--- config.mk ---
export PLATFORM = sky130hd
export DESIGN_NAME = seq_detector_param
export DESIGN_NICKNAME = d
export VERILOG_FILES = /design/src/rtl/seq_detector_param.sv
export SDC_FILE = /design/constraint.sdc
export NUM_CORES = 1
export LEC_CHECK = 0
export BUFFER_PORTS_ARGS = -buffer_cell sky130_fd_sc_hd__clkbuf_2
export CAP_MARGIN = 20
export CORE_AREA = 2 2 39 41
export CTS_CLUSTER_SIZE = 12
export DETAILED_ROUTE_END_ITERATION = 10
export DIE_AREA = 0 0 41 43
export SLEW_MARGIN = 0
export SYNTH_ARGS = -nofsm -noshare
export SYNTH_HDL_FRONTEND = slang
export SYNTH_SLANG_ARGS = --single-unit
--- constraint.sdc ---
create_clock -name clk -period 1.3 [get_ports clk]
set_clock_uncertainty 0.05 [all_clocks]
set_input_delay 0.195 -clock clk [delete_from_list [all_inputs] [get_ports clk]]
set_output_delay 0.195 -clock clk [all_outputs]
set_load 0.01 [all_outputs]
--- src/rtl/seq_detector_param.sv ---
// Parametrised Mealy serial-pattern detector with run-time pattern reload.
// Optional saturating match counter is compiled in with SEQDET_MATCH_COUNT_EN.
module seq_detector_param #(
    parameter int                 PAT_W   = 4,
    parameter logic [PAT_W-1:0]   PATTERN = PAT_W'(4'b0110),
    parameter int                 OVERLAP = 0,
    parameter int                 CNT_W   = 8
) (
    input  logic             clk,
    input  logic             reset,
    input  logic             in,
    input  logic             en,
    input  logic             pat_load,
    input  logic [PAT_W-1:0] pat_in,
    output logic             out,
    output logic [CNT_W-1:0] count
);

    localparam int               FILL_W   = $clog2(PAT_W);
    localparam logic [FILL_W-1:0] FILL_MAX = FILL_W'(PAT_W - 1);

    logic [PAT_W-2:0]  hist_r;
    logic [FILL_W-1:0] fill_r;
    logic [PAT_W-1:0]  pat_r;

    logic [PAT_W-1:0]  cand_s;
    logic              match_s;
    logic [PAT_W-2:0]  hist_nxt_s;
    logic [FILL_W-1:0] fill_nxt_s;
    logic [PAT_W-1:0]  pat_nxt_s;

    // Mealy match: candidate word is the held history plus the live input bit
    always_comb begin
        cand_s  = {hist_r, in};
        match_s = 1'b0;
        if (!reset && en && !pat_load && (fill_r == FILL_MAX) && (cand_s == pat_r)) begin
            match_s = 1'b1;
        end else begin
            match_s = 1'b0;
        end
    end

    assign out = match_s;

    // Next-state: a pattern load wins over data and drops the partial history
    always_comb begin
        hist_nxt_s = hist_r;
        fill_nxt_s = fill_r;
        pat_nxt_s  = pat_r;
        if (pat_load) begin
            pat_nxt_s  = pat_in;
            fill_nxt_s = {FILL_W{1'b0}};
        end else if (en) begin
            hist_nxt_s = cand_s[PAT_W-2:0];
            if (match_s && (OVERLAP == 0)) begin
                fill_nxt_s = {FILL_W{1'b0}};
            end else if (fill_r == FILL_MAX) begin
                fill_nxt_s = FILL_MAX;
            end else begin
                fill_nxt_s = fill_r + FILL_W'(1);
            end
        end else begin
            hist_nxt_s = hist_r;
        end
    end

    // Detector state registers
    always_ff @(posedge clk or posedge reset) begin
        if (reset) begin
            hist_r <= {(PAT_W-1){1'b0}};
            fill_r <= {FILL_W{1'b0}};
            pat_r  <= PATTERN;
        end else begin
            hist_r <= hist_nxt_s;
            fill_r <= fill_nxt_s;
            pat_r  <= pat_nxt_s;
        end
    end

`ifdef SEQDET_MATCH_COUNT_EN
    localparam logic [CNT_W-1:0] CNT_MAX = {CNT_W{1'b1}};

    logic [CNT_W-1:0] count_r;

    // Saturating match counter; only reset clears it
    always_ff @(posedge clk or posedge reset) begin
        if (reset) begin
            count_r <= {CNT_W{1'b0}};
        end else if (match_s && (count_r != CNT_MAX)) begin
            count_r <= count_r + CNT_W'(1);
        end else begin
            count_r <= count_r;
        end
    end

    assign count = count_r;
`else
    assign count = {CNT_W{1'b0}};
`endif

endmodule

* Word-level counts from Yosys, hierarchy flattened
Index checks and enable logic that the tools add are counted.
** Storage, ports and cells
- Logic and storage cells :: 20
- Flip-flop bits (word level) :: 9
** Operators by class
- Bitwise logic cells :: 1
- Mux-type cells :: 5
- Equal/unequal tests :: 2
- Add/sub/neg operators :: 1
- Reductions and logical operators :: 8
** Operators with widths (number)
- $mux 2 :: 4
- $eq 4x4->1 :: 1
- $logic_and 1x1->1 :: 4
- $add 2x1->2 const B :: 1
- $eq 2x2->1 const B :: 1
- $logic_not 1->1 :: 2
- $reduce_and 2->1 :: 1
- $reduce_bool 2->1 :: 1
- $mux 1 :: 1
- $not 1->1 :: 1

* Longest topological paths before layout
Gate-level depths: netlist of the first run.
- Depth in word-level cells :: 9
- Gate-level depth with buffers :: 3
- Mapped depth without buffers :: 3

* Least setup slack after synthesis of the first run
Ideal clock, no wire load.
- Kind :: reg-to-output
- Start point :: register pat_r[2]
- End point :: output out
- Cell stages (with the launch flop) :: 4
- Arrival time :: 1.023 ns
- Buffers on the path :: 0
- Setup slack :: 0.032 ns
- Cells stage by stage :: dfstp_2 xor2_1 nor3_2 and4b_1
** On the way
- Word-level cells in the longest chain between the ends :: 3
** Ends and longest elaborated chain
- start, declared :: line 24 : logic [PAT_W-1:0] pat_r;
- start signal, assigned :: line 76 : pat_r <= pat_nxt_s;
- $eq 4x4->1 :: line 36 : if (!reset && en && !pat_load && (fill_r == FILL_MAX) && (cand_s == pat_r)) begin
- $logic_and 1x1->1 :: line 36
- $mux 1 :: line 36
- end, declared :: line 15 : output logic out,
No other way between the ends.

* Worst setup path after layout of the first run
- Start point :: register hist_r[2]
- End point :: output out
** On the way
- Word-level cells in the longest chain between the ends :: 3
** Ends and longest elaborated chain
- start, declared :: line 22 : logic [PAT_W-2:0] hist_r;
- start signal, assigned :: line 70 : hist_r <= {(PAT_W-1){1'b0}};
- start signal, assigned :: line 74 : hist_r <= hist_nxt_s;
- $eq 4x4->1 :: line 36
- $logic_and 1x1->1 :: line 36
- $mux 1 :: line 36
No other way between the ends.

==> flow_summary.json, run 1 <==
{
  "nets": 66,
  "power.total_mw": 0.730,
  "io_buffers": 9,
  "cpLargestDelayFamily": "flip-flops",
  "clk_path_buf_depth": 2,
  "leakage_nw": 0.284,
  "whs_ns": 0.112,
  "clkSinkCount": 9,
  "netlist-cell-type-count": 17,
  "synth_seq_cells": 9,
  "die_area_um2": 1760,
  "violations": "setup timing",
  "worstHoldPathType": "in -> reg",
  "reg2reg_from": "pat_r[2]",
  "cp_num_buf_inv": 1,
  "cpMaxStageDelayCell": "dfrtp_1",
  "dp_hpwl_um": 597,
  "worstSetupStartpointType": "flop",
  "rsz0062_at_grt": "yes",
  "grt_max_degree": 10,
  "drive_gt1_share_pct": 53.6,
  "gp_congestion": 0.645,
  "worst_hold_path.num_cells": 2,
  "power_density_nw_per_um2": 1230,
  "arrival_ns": 1.35,
  "clock_latency_ns": 0.26,
  "ys.flop_type": "dfrtp_1",
  "vias_per_cell": 4.32,
  "initial_core_util_pct": 35.8,
  "yosys-top-cells-area": "dfrtp_1 (35%), mux2_2 (16%), buf_4 (12%), dfstp_2 (11%), xor2_1 (7.1%)",
  "htree_levels": 1,
  "yosysTopAreaCellShare_pct": 35.4,
  "pwr-share-clk_pct": 29.3,
  "crit_chain": "xor2_1, nor3_2, and4b_1, clkbuf_2",
  "worstPathRequired_ns": 1.05,
  "hp-start": "pat_in[3]",
  "p_comb_share_pct": 21.8,
  "pwr-share-seq_pct": 48.9,
  "fillers": 136,
  "antenna_found_initial": 0,
  "period_share_pct": 122,
  "wl_per_cell_um": 11.0,
  "worstRegToRegCells": 4,
  "overflow": 0,
  "synth_seq_area_share_pct": 46.0,
  "dp_cells": 67,
  "end_kind": "output pin",
  "postRouteAntennaNets": 0,
  "io_pins": 18,
  "criticalPathCategory": "reg -> out",
  "setup_slack_ns": -0.290,
  "dr.pass1.iters": 4,
  "slew_violations": 0,
  "wl_um": 791,
  "fin_tns_setup_ns": -0.290,
  "synthArstFlopShare_pct": 100,
  "grt_pass1_wl_um": 1280,
  "cts_buffers": 3,
  "drv_cap": 0,
  "worstHoldEndpoint": "pat_r[3]",
  "instances_no_fill": 72,
  "synth_top_area_cell": "dfrtp_1",
  "clockRootBuffer": "clkbuf_4",
  "r2r_end": "fill_r[0]",
  "yosys-top-cells-count": "buf_4 (8), dfrtp_1 (7), mux2_2 (7), xor2_1 (4)",
  "grt_usage_pct": 11.4,
  "hold_viol_final": 0,
  "die_h_um": 43,
  "drc": 0,
  "cp_slowest_stage_delay_ns": 0.39,
  "place_ws_ns": -0.0384,
  "first_iter_violations": 11,
  "fp-row-count": 14,
  "avgSynthCellArea_um2": 12.1,
  "peakVddDrop_mv": 0.638,
  "area_growth_pct": 19.9,
  "cts_tree": "built",
  "p_int_mw": 0.526,
  "layout_min_cycle_time_ns": 1.59,
  "max_freq_ghz": 0.629,
  "status": "finished, violations left",
  "core_um2": 1380,
  "synth_cells": 41,
  "vias": 311,
  "clk_pin_slew_ns": 0.07,
  "power.share.switching_pct": 27.9,
  "dieWidth_um": 41,
  "synth_most_common_cell": "buf_4",
  "setup_viol": 1,
  "final_area_um2": 594,
  "grt_pass1_vias": 320,
  "crit_fanout": 2,
  "p_sw_mw": 0.204,
  "place_area_um2": 544,
  "r2r_slack_ns": 0.08,
  "synth_edf_count": 0,
  "final_core_util_pct": 42.9,
  "antenna_cells": 0,
  "synth_area_um2": 495,
  "ys_warn_count": 0
}
-- worst register-to-register path, delay by kind of cell (launching register included) --
kind	cells	cell delay [ns]
xor+xnor	1	0.15
compound gates	1	0.19
buf+inv	1	0.14
simple gates	1	0.05
flops	1	0.56
-- state kept, by name, summed over array words and instances (netlist names) --
register,count
pat_r,4
hist_r,3
fill_r,2
-- cell usage in the layout (no fill, tap or decap) --
cell type	count
o21ai_0	1
nor2_2	1
a211oi_2	1
a21oi_1	1
mux2_2	7
and4b_1	1
dlygate4sd3_1	1
xor2_2	1
nand4b_1	1
xor2_1	3
clkinv_2	1
dfrtp_1	7
nand3b_1	1
clkbuf_2	9
clkbuf_4	3
dfstp_2	2
nand2b_4	1
buf_4	3
inv_1	1
a211oi_1	1
nor3_2	1
conb_1	8
-- layer usage --
layer	GRT usage [%]	routed length [um]	up-vias
met5	0	0	-
met4	6.00	0	0
met3	4.71	32	0
met2	16.6	413	7
met1	13.9	345	151
li1	-	-	153
-- how the worst max path moves through the flow --
stage / start / to / slack [ns] / depth (start not counted)
after detailed placement: pat_r[2] / out / -0.04 / 4
after CTS: hist_r[2] / out / -0.30 / 4
after global placement: pat_r[1] / out / -0.02 / 4
after global routing: hist_r[2] / out / -0.39 / 4
final: hist_r[2] / out / -0.29 / 4
after floorplan: pat_r[2] / out / 0.03 / 3
-- cell families (layout without fill, tap and decap cells) --
| logic type | count (synthesis) | after routing | share of synthesized area, % |
|---|---|---|---|
| flops | 9 | 9 | 46.0 |
| mux | 7 | 7 | 15.9 |
| buf+inv | 10 | 18 | 13.9 |
| other cells | 1 | 8 | 0.757 |
| xor+xnor | 4 | 4 | 7.07 |
| compound gates | 4 | 4 | 5.05 |
| simple gates | 6 | 6 | 11.4 |
-- power by group through the flow --
stage | clock network (mW) | logic [mW] | registers [mW]
after floorplan | 0 | 0.118 | 0.352
after global placement | 0 | 0.148 | 0.357
after detailed placement | 0 | 0.152 | 0.358
after CTS | 0.226 | 0.167 | 0.356
after global routing | 0.239 | 0.177 | 0.363
final | 0.214 | 0.159 | 0.357
-- final cells by class --
type	count	area [um^2]	area share, %
Multi-Input combinational cell	29	238	40.0
Sequential cell	9	228	38.3
Timing Repair Buffer	13	77.6	13.1
Clock buffer	3	22.5	3.79
Tap cell	16	20.0	3.37
Clock inverter	1	5.00	0.842
Inverter	1	3.75	0.632
-- what timing repair did --
action,CTS,global route
endpoints found under the hold margin,7,0
pin swaps,4,1
resized for setup,1,1
setup buffers,1,0
endpoints found under the setup margin,1,3
hold buffers,1,0
Power figures use the tool's default switching activity.
==> run 2: changes to the inputs <==
==> constraint.sdc (replaced) <==
create_clock -name clk -period 1.7 [get_ports clk]
set_clock_uncertainty 0.05 [all_clocks]
set_input_delay 0.255 -clock clk [delete_from_list [all_inputs] [get_ports clk]]
set_output_delay 0.255 -clock clk [all_outputs]
set_load 0.01 [all_outputs]
==> run 2 against run 1 <==
Net effect:
- sequential power down 24%
- via count fell by 1.3%
- register-to-register slack improved by 0.39 ns
- combinational power shrank 35%
- the run now ends clean
- cell count is 2.8% lower
- sequential share of layout area grew 1.9 points
- non-clock buffer count is 2 lower
- largest cell class is now sequential cells
==> flow_summary.json, run 2 (synthesized netlist as in run 1, its figures left out) <==
{
  "place_ws_ns": 0.242,
  "die_area_um2": 1760,
  "antenna_cells": 0,
  "layout_min_cycle_time_ns": 1.65,
  "gp_congestion": 0.666,
  "setup_slack_ns": 0.0496,
  "rsz0062_at_grt": "yes",
  "io_pins": 18,
  "grt_usage_pct": 10.0,
  "worstHoldPathType": "in -> reg",
  "peakVddDrop_mv": 0.410,
  "largestRegisters": "pat_r (4), hist_r (3), fill_r (2)",
  "final_core_util_pct": 41.0,
  "antenna_found_initial": 0,
  "io_buffers": 9,
  "grt_util_met2_pct": 14.4,
  "slew_violations": 0,
  "setup_viol": 0,
  "clock_latency_ns": 0.26,
  "area_growth_pct": 14.4,
  "clockRootBuffer": "clkbuf_4",
  "final_area_um2": 567,
  "worstSetupStartpointType": "flop",
  "crit_chain": "xor2_1, nor2_2, and4b_1, buf_2",
  "initial_core_util_pct": 35.8,
  "clkSinkCount": 9,
  "clk_pin_slew_ns": 0.06,
  "power.total_mw": 0.536,
  "fp-row-count": 14,
  "grt_max_degree": 10,
  "dr.pass1.iters": 2,
  "clk_path_buf_depth": 2,
  "wl_per_cell_um": 9.64,
  "layout_common_cells": "conb_1 (8), clkbuf_2 (8), mux2_2 (7), dfrtp_1 (7), xor2_1 (4)",
  "die_h_um": 43,
  "startpoint": "pat_r[1]",
  "place_area_um2": 522,
  "grt_pass1_vias": 288,
  "hold_viol_final": 0,
  "r2r_end": "fill_r[1]",
  "crit_fanout": 3,
  "r2r_slack_ns": 0.47,
  "drv_cap": 0,
  "worstRegToRegCells": 4,
  "period_share_pct": 97.1,
  "cts_tree": "built",
  "grt_use_met1_pct": 12.6,
  "vias": 307,
  "max_freq_ghz": 0.606,
  "cp_num_buf_inv": 1,
  "worstPathRequired_ns": 1.39,
  "crit_cells": 4,
  "cpLargestDelayFamily": "flip-flops",
  "reg2reg_from": "pat_r[2]",
  "use_met3_pct": 1.57,
  "wl_um": 675,
  "hp-start": "pat_in[2]",
  "criticalPathCategory": "reg -> out",
  "drive_gt1_share_pct": 48.1,
  "nets": 64,
  "crit_end": "out",
  "status": "complete, no violations",
  "largest_register_ffs": 4,
  "dieWidth_um": 41,
  "vias_per_cell": 4.39,
  "htree_levels": 1,
  "top_register": "pat_r",
  "cts_buffers": 3,
  "end_kind": "output pin",
  "cp_slowest_stage_delay_ns": 0.53,
  "postRouteAntennaNets": 0,
  "grt_pass1_wl_um": 1160,
  "drc": 0,
  "first_iter_violations": 1,
  "core_um2": 1380,
  "power_density_nw_per_um2": 946,
  "overflow": 0,
  "arrival_ns": 1.35,
  "top_usage_layer": "met2",
  "cpMaxStageDelayCell": "dfstp_2",
  "leakage_nw": 0.273
}
run 2: changes by cell type in the layout (fill, tap and decap cells not counted), sizes merged:
cell    delta
buf        -1
clkbuf     -1
run 2: repair_timing:
action / in CTS / in global routing
cloned: 0 / 0
endpoints found under the setup margin: 1 / 1
hold buffers: 1 / 0
setup buffers: 1 / 0
pin swaps: 1 / 1
endpoints found under the hold margin: 7 / 0
gates resized for setup: 0 / 1
run 2: worst register-to-register path: stages (launching register included):
cell	delay [ns]
dfstp_2	0.54
xor2_1	0.17
nor3_2	0.06
buf_4	0.13
a211oi_1	0.19
run 2: area by class of cell:
class,count,area [um^2]
Clock buffer,3,22.5
Clock inverter,1,5.00
Fill cell,162,817
Inverter,1,3.75
Multi-Input combinational cell,29,225
Sequential cell,9,228
Tap cell,16,20.0
Timing Repair Buffer,11,62.6
run 2: where the power goes:
part	internal, mW	switching (mW)
Clock	0.0868	0.0767
Combinational	0.0562	0.0468
Sequential	0.248	0.0216
run 2: layer usage:
layer	wire, um	up-vias
met4	14	0
met3	32	2
met1	263	145
met2	363	9
met5	0	-
li1	-	151
run 2: how the worst min path moves through the flow:
| stage | cells past startpoint | slack [ns] | end |
|---|---|---|---|
| after floorplan | 1 | 0.03 | fill_r[0] |
| after global placement | 2 | 0.18 | fill_r[1] |
| after detailed placement | 2 | 0.17 | fill_r[0] |
| after CTS | 2 | 0.17 | pat_r[0] |
| after global routing | 2 | 0.17 | pat_r[0] |
| final | 2 | 0.17 | pat_r[2] |
run 2: stage by stage:
step / setup TNS [ns] / instances / hold WS (ns)
2_1_floorplan: 0 / 48 / 0.0315
3_3_place_gp: 0 / 64 / 0.177
3_5_place_dp: 0 / 64 / 0.172
4_1_cts: 0 / 70 / 0.166
5_1_grt: -0.0139 / 70 / 0.170
6_report: 0 / 70 / 0.173
==> run 3: changes to the inputs <==
--- a/config.mk
+++ b/config.mk
@@ -11,6 +11,8 @@
 export CTS_CLUSTER_SIZE = 12
 export DETAILED_ROUTE_END_ITERATION = 10
 export DIE_AREA = 0 0 41 43
+export GPL_TIMING_DRIVEN = 0
+export SETUP_SLACK_MARGIN = 0.05
 export SLEW_MARGIN = 0
 export SYNTH_ARGS = -nofsm -noshare
 export SYNTH_HDL_FRONTEND = slang
==> run 3 against run 2 <==
Net effect:
- routed wire length increased by 3.4%
- clock-buffer cell count increased by 1
- register-to-register slack about the same
- final area grew 10%
- largest power group unchanged
- highest routed layer is now met3
==> flow_summary.json, run 3 (synthesized netlist as in run 1, its figures left out) <==
{
  "status": "complete, no violations",
  "worstHoldPathType": "in -> reg",
  "dieWidth_um": 41,
  "grt_pass1_vias": 292,
  "grt_pass1_wl_um": 1160,
  "arrival_ns": 1.33,
  "worstPathRequired_ns": 1.39,
  "vias_per_cell": 4.26,
  "end_kind": "output pin",
  "cp_slowest_stage_delay_ns": 0.53,
  "top_register": "pat_r",
  "power.total_mw": 0.544,
  "clk_pin_slew_ns": 0.06,
  "slew_violations": 0,
  "place_area_um2": 582,
  "cts_resized": 0,
  "nets": 72,
  "cts_tree": "built",
  "clock_latency_ns": 0.25,
  "peakVddDrop_mv": 0.404,
  "gp_congestion": 0.663,
  "layout_min_cycle_time_ns": 1.63,
  "cpMaxStageDelayCell": "dfstp_2",
  "hold_viol_final": 0,
  "drive_gt1_share_pct": 53.2,
  "setup_slack_ns": 0.0677,
  "htree_levels": 1,
  "power_density_nw_per_um2": 870,
  "core_um2": 1380,
  "cts_buffers": 3,
  "first_iter_violations": 2,
  "fp-row-count": 14,
  "wl_per_cell_um": 8.95,
  "overflow": 0,
  "grt_max_degree": 10,
  "largestRegisters": "pat_r (4), hist_r (3), fill_r (2)",
  "crit_fanout": 3,
  "antenna_found_initial": 0,
  "leakage_nw": 0.313,
  "criticalPathCategory": "reg -> out",
  "layout_common_cells": "buf_4 (9), conb_1 (8), clkbuf_2 (8)",
  "period_share_pct": 96.0,
  "postRouteAntennaNets": 0,
  "setup_viol": 0,
  "io_buffers": 8,
  "final_area_um2": 626,
  "crit_chain": "xor2_1, nor2_2, and4b_1, clkbuf_2",
  "fin_tns_setup_ns": 0,
  "die_area_um2": 1760,
  "dr.pass1.iters": 4,
  "place_ws_ns": 0.235,
  "worstSetupStartpointType": "flop",
  "clockRootBuffer": "clkbuf_4",
  "final_common_cell": "buf_4",
  "die_h_um": 43,
  "antenna_cells": 0,
  "initial_core_util_pct": 35.8,
  "io_pins": 18,
  "wl_um": 698,
  "rsz0062_at_grt": "yes",
  "clk_path_buf_depth": 2,
  "area_growth_pct": 26.3,
  "drv_cap": 0,
  "final_core_util_pct": 45.2,
  "drc": 0,
  "largest_register_ffs": 4,
  "grt_usage_pct": 10.0,
  "max_freq_ghz": 0.613,
  "clkSinkCount": 9,
  "vias": 332
}
==> run 3: worst paths after layout <==
kind	slack, ns	depth (start not counted)	startpoint	endpoint
min	0.18	2	pat_in[0]	pat_r[0]
min in group asynchronous	0.45	3	reset	fill_r[0]
max	0.07	4	pat_r[1]	out
min reg2reg	0.48	1	hist_r[2]	hist_r[2]
max reg2reg	0.46	4	pat_r[2]	fill_r[1]
max in group asynchronous	0.86	3	reset	pat_r[1]
==> run 3: cell type report <==
| cell class | instances | area (um^2) |
|---|---|---|
| fill | 143 | 758 |
| tap | 16 | 20.0 |
| sequential | 9 | 228 |
| clock buffer | 4 | 26.3 |
| timing repair buffer | 10 | 57.6 |
| inverter | 1 | 3.75 |
| buffer | 9 | 65.1 |
| multi-input combinational | 29 | 225 |
==> run 3: timing repair <==
item	CTS	global route
hold endpoints to repair	7	0
endpoints found under the setup margin	1	1
setup buffers	1	0
hold buffers	1	0
pin swaps	4	0
==> run 3: critical path: cells and delay by family, from the launching register on <==
family	cells	cell delay [ns]
xor+xnor	1	0.16
buf+inv	1	0.12
flops	1	0.53
simple gates	2	0.27
==> run 3: through the flow <==
stage	std cells	hold slack (ns)
2_1_floorplan	48	0.0315
3_3_place_gp	72	0.176
3_5_place_dp	72	0.170
4_1_cts	78	0.175
5_1_grt	78	0.166
6_report	78	0.183
==> run 3: layer usage <==
| layer | wire length (um) | vias to the layer above | track usage, % |
|---|---|---|---|
| met4 | 0 | 0 | 4.00 |
| li1 | - | 166 | - |
| met2 | 383 | 9 | 15.6 |
| met5 | 0 | - | 0 |
| met1 | 271 | 157 | 11.2 |
| met3 | 43 | 0 | 4.71 |
==> run 3: power breakdown <==
group,internal [mW],switching (mW)
combinational,0.0683,0.0492
sequential,0.248,0.0220
clock,0.0899,0.0665
total,0.407,0.138
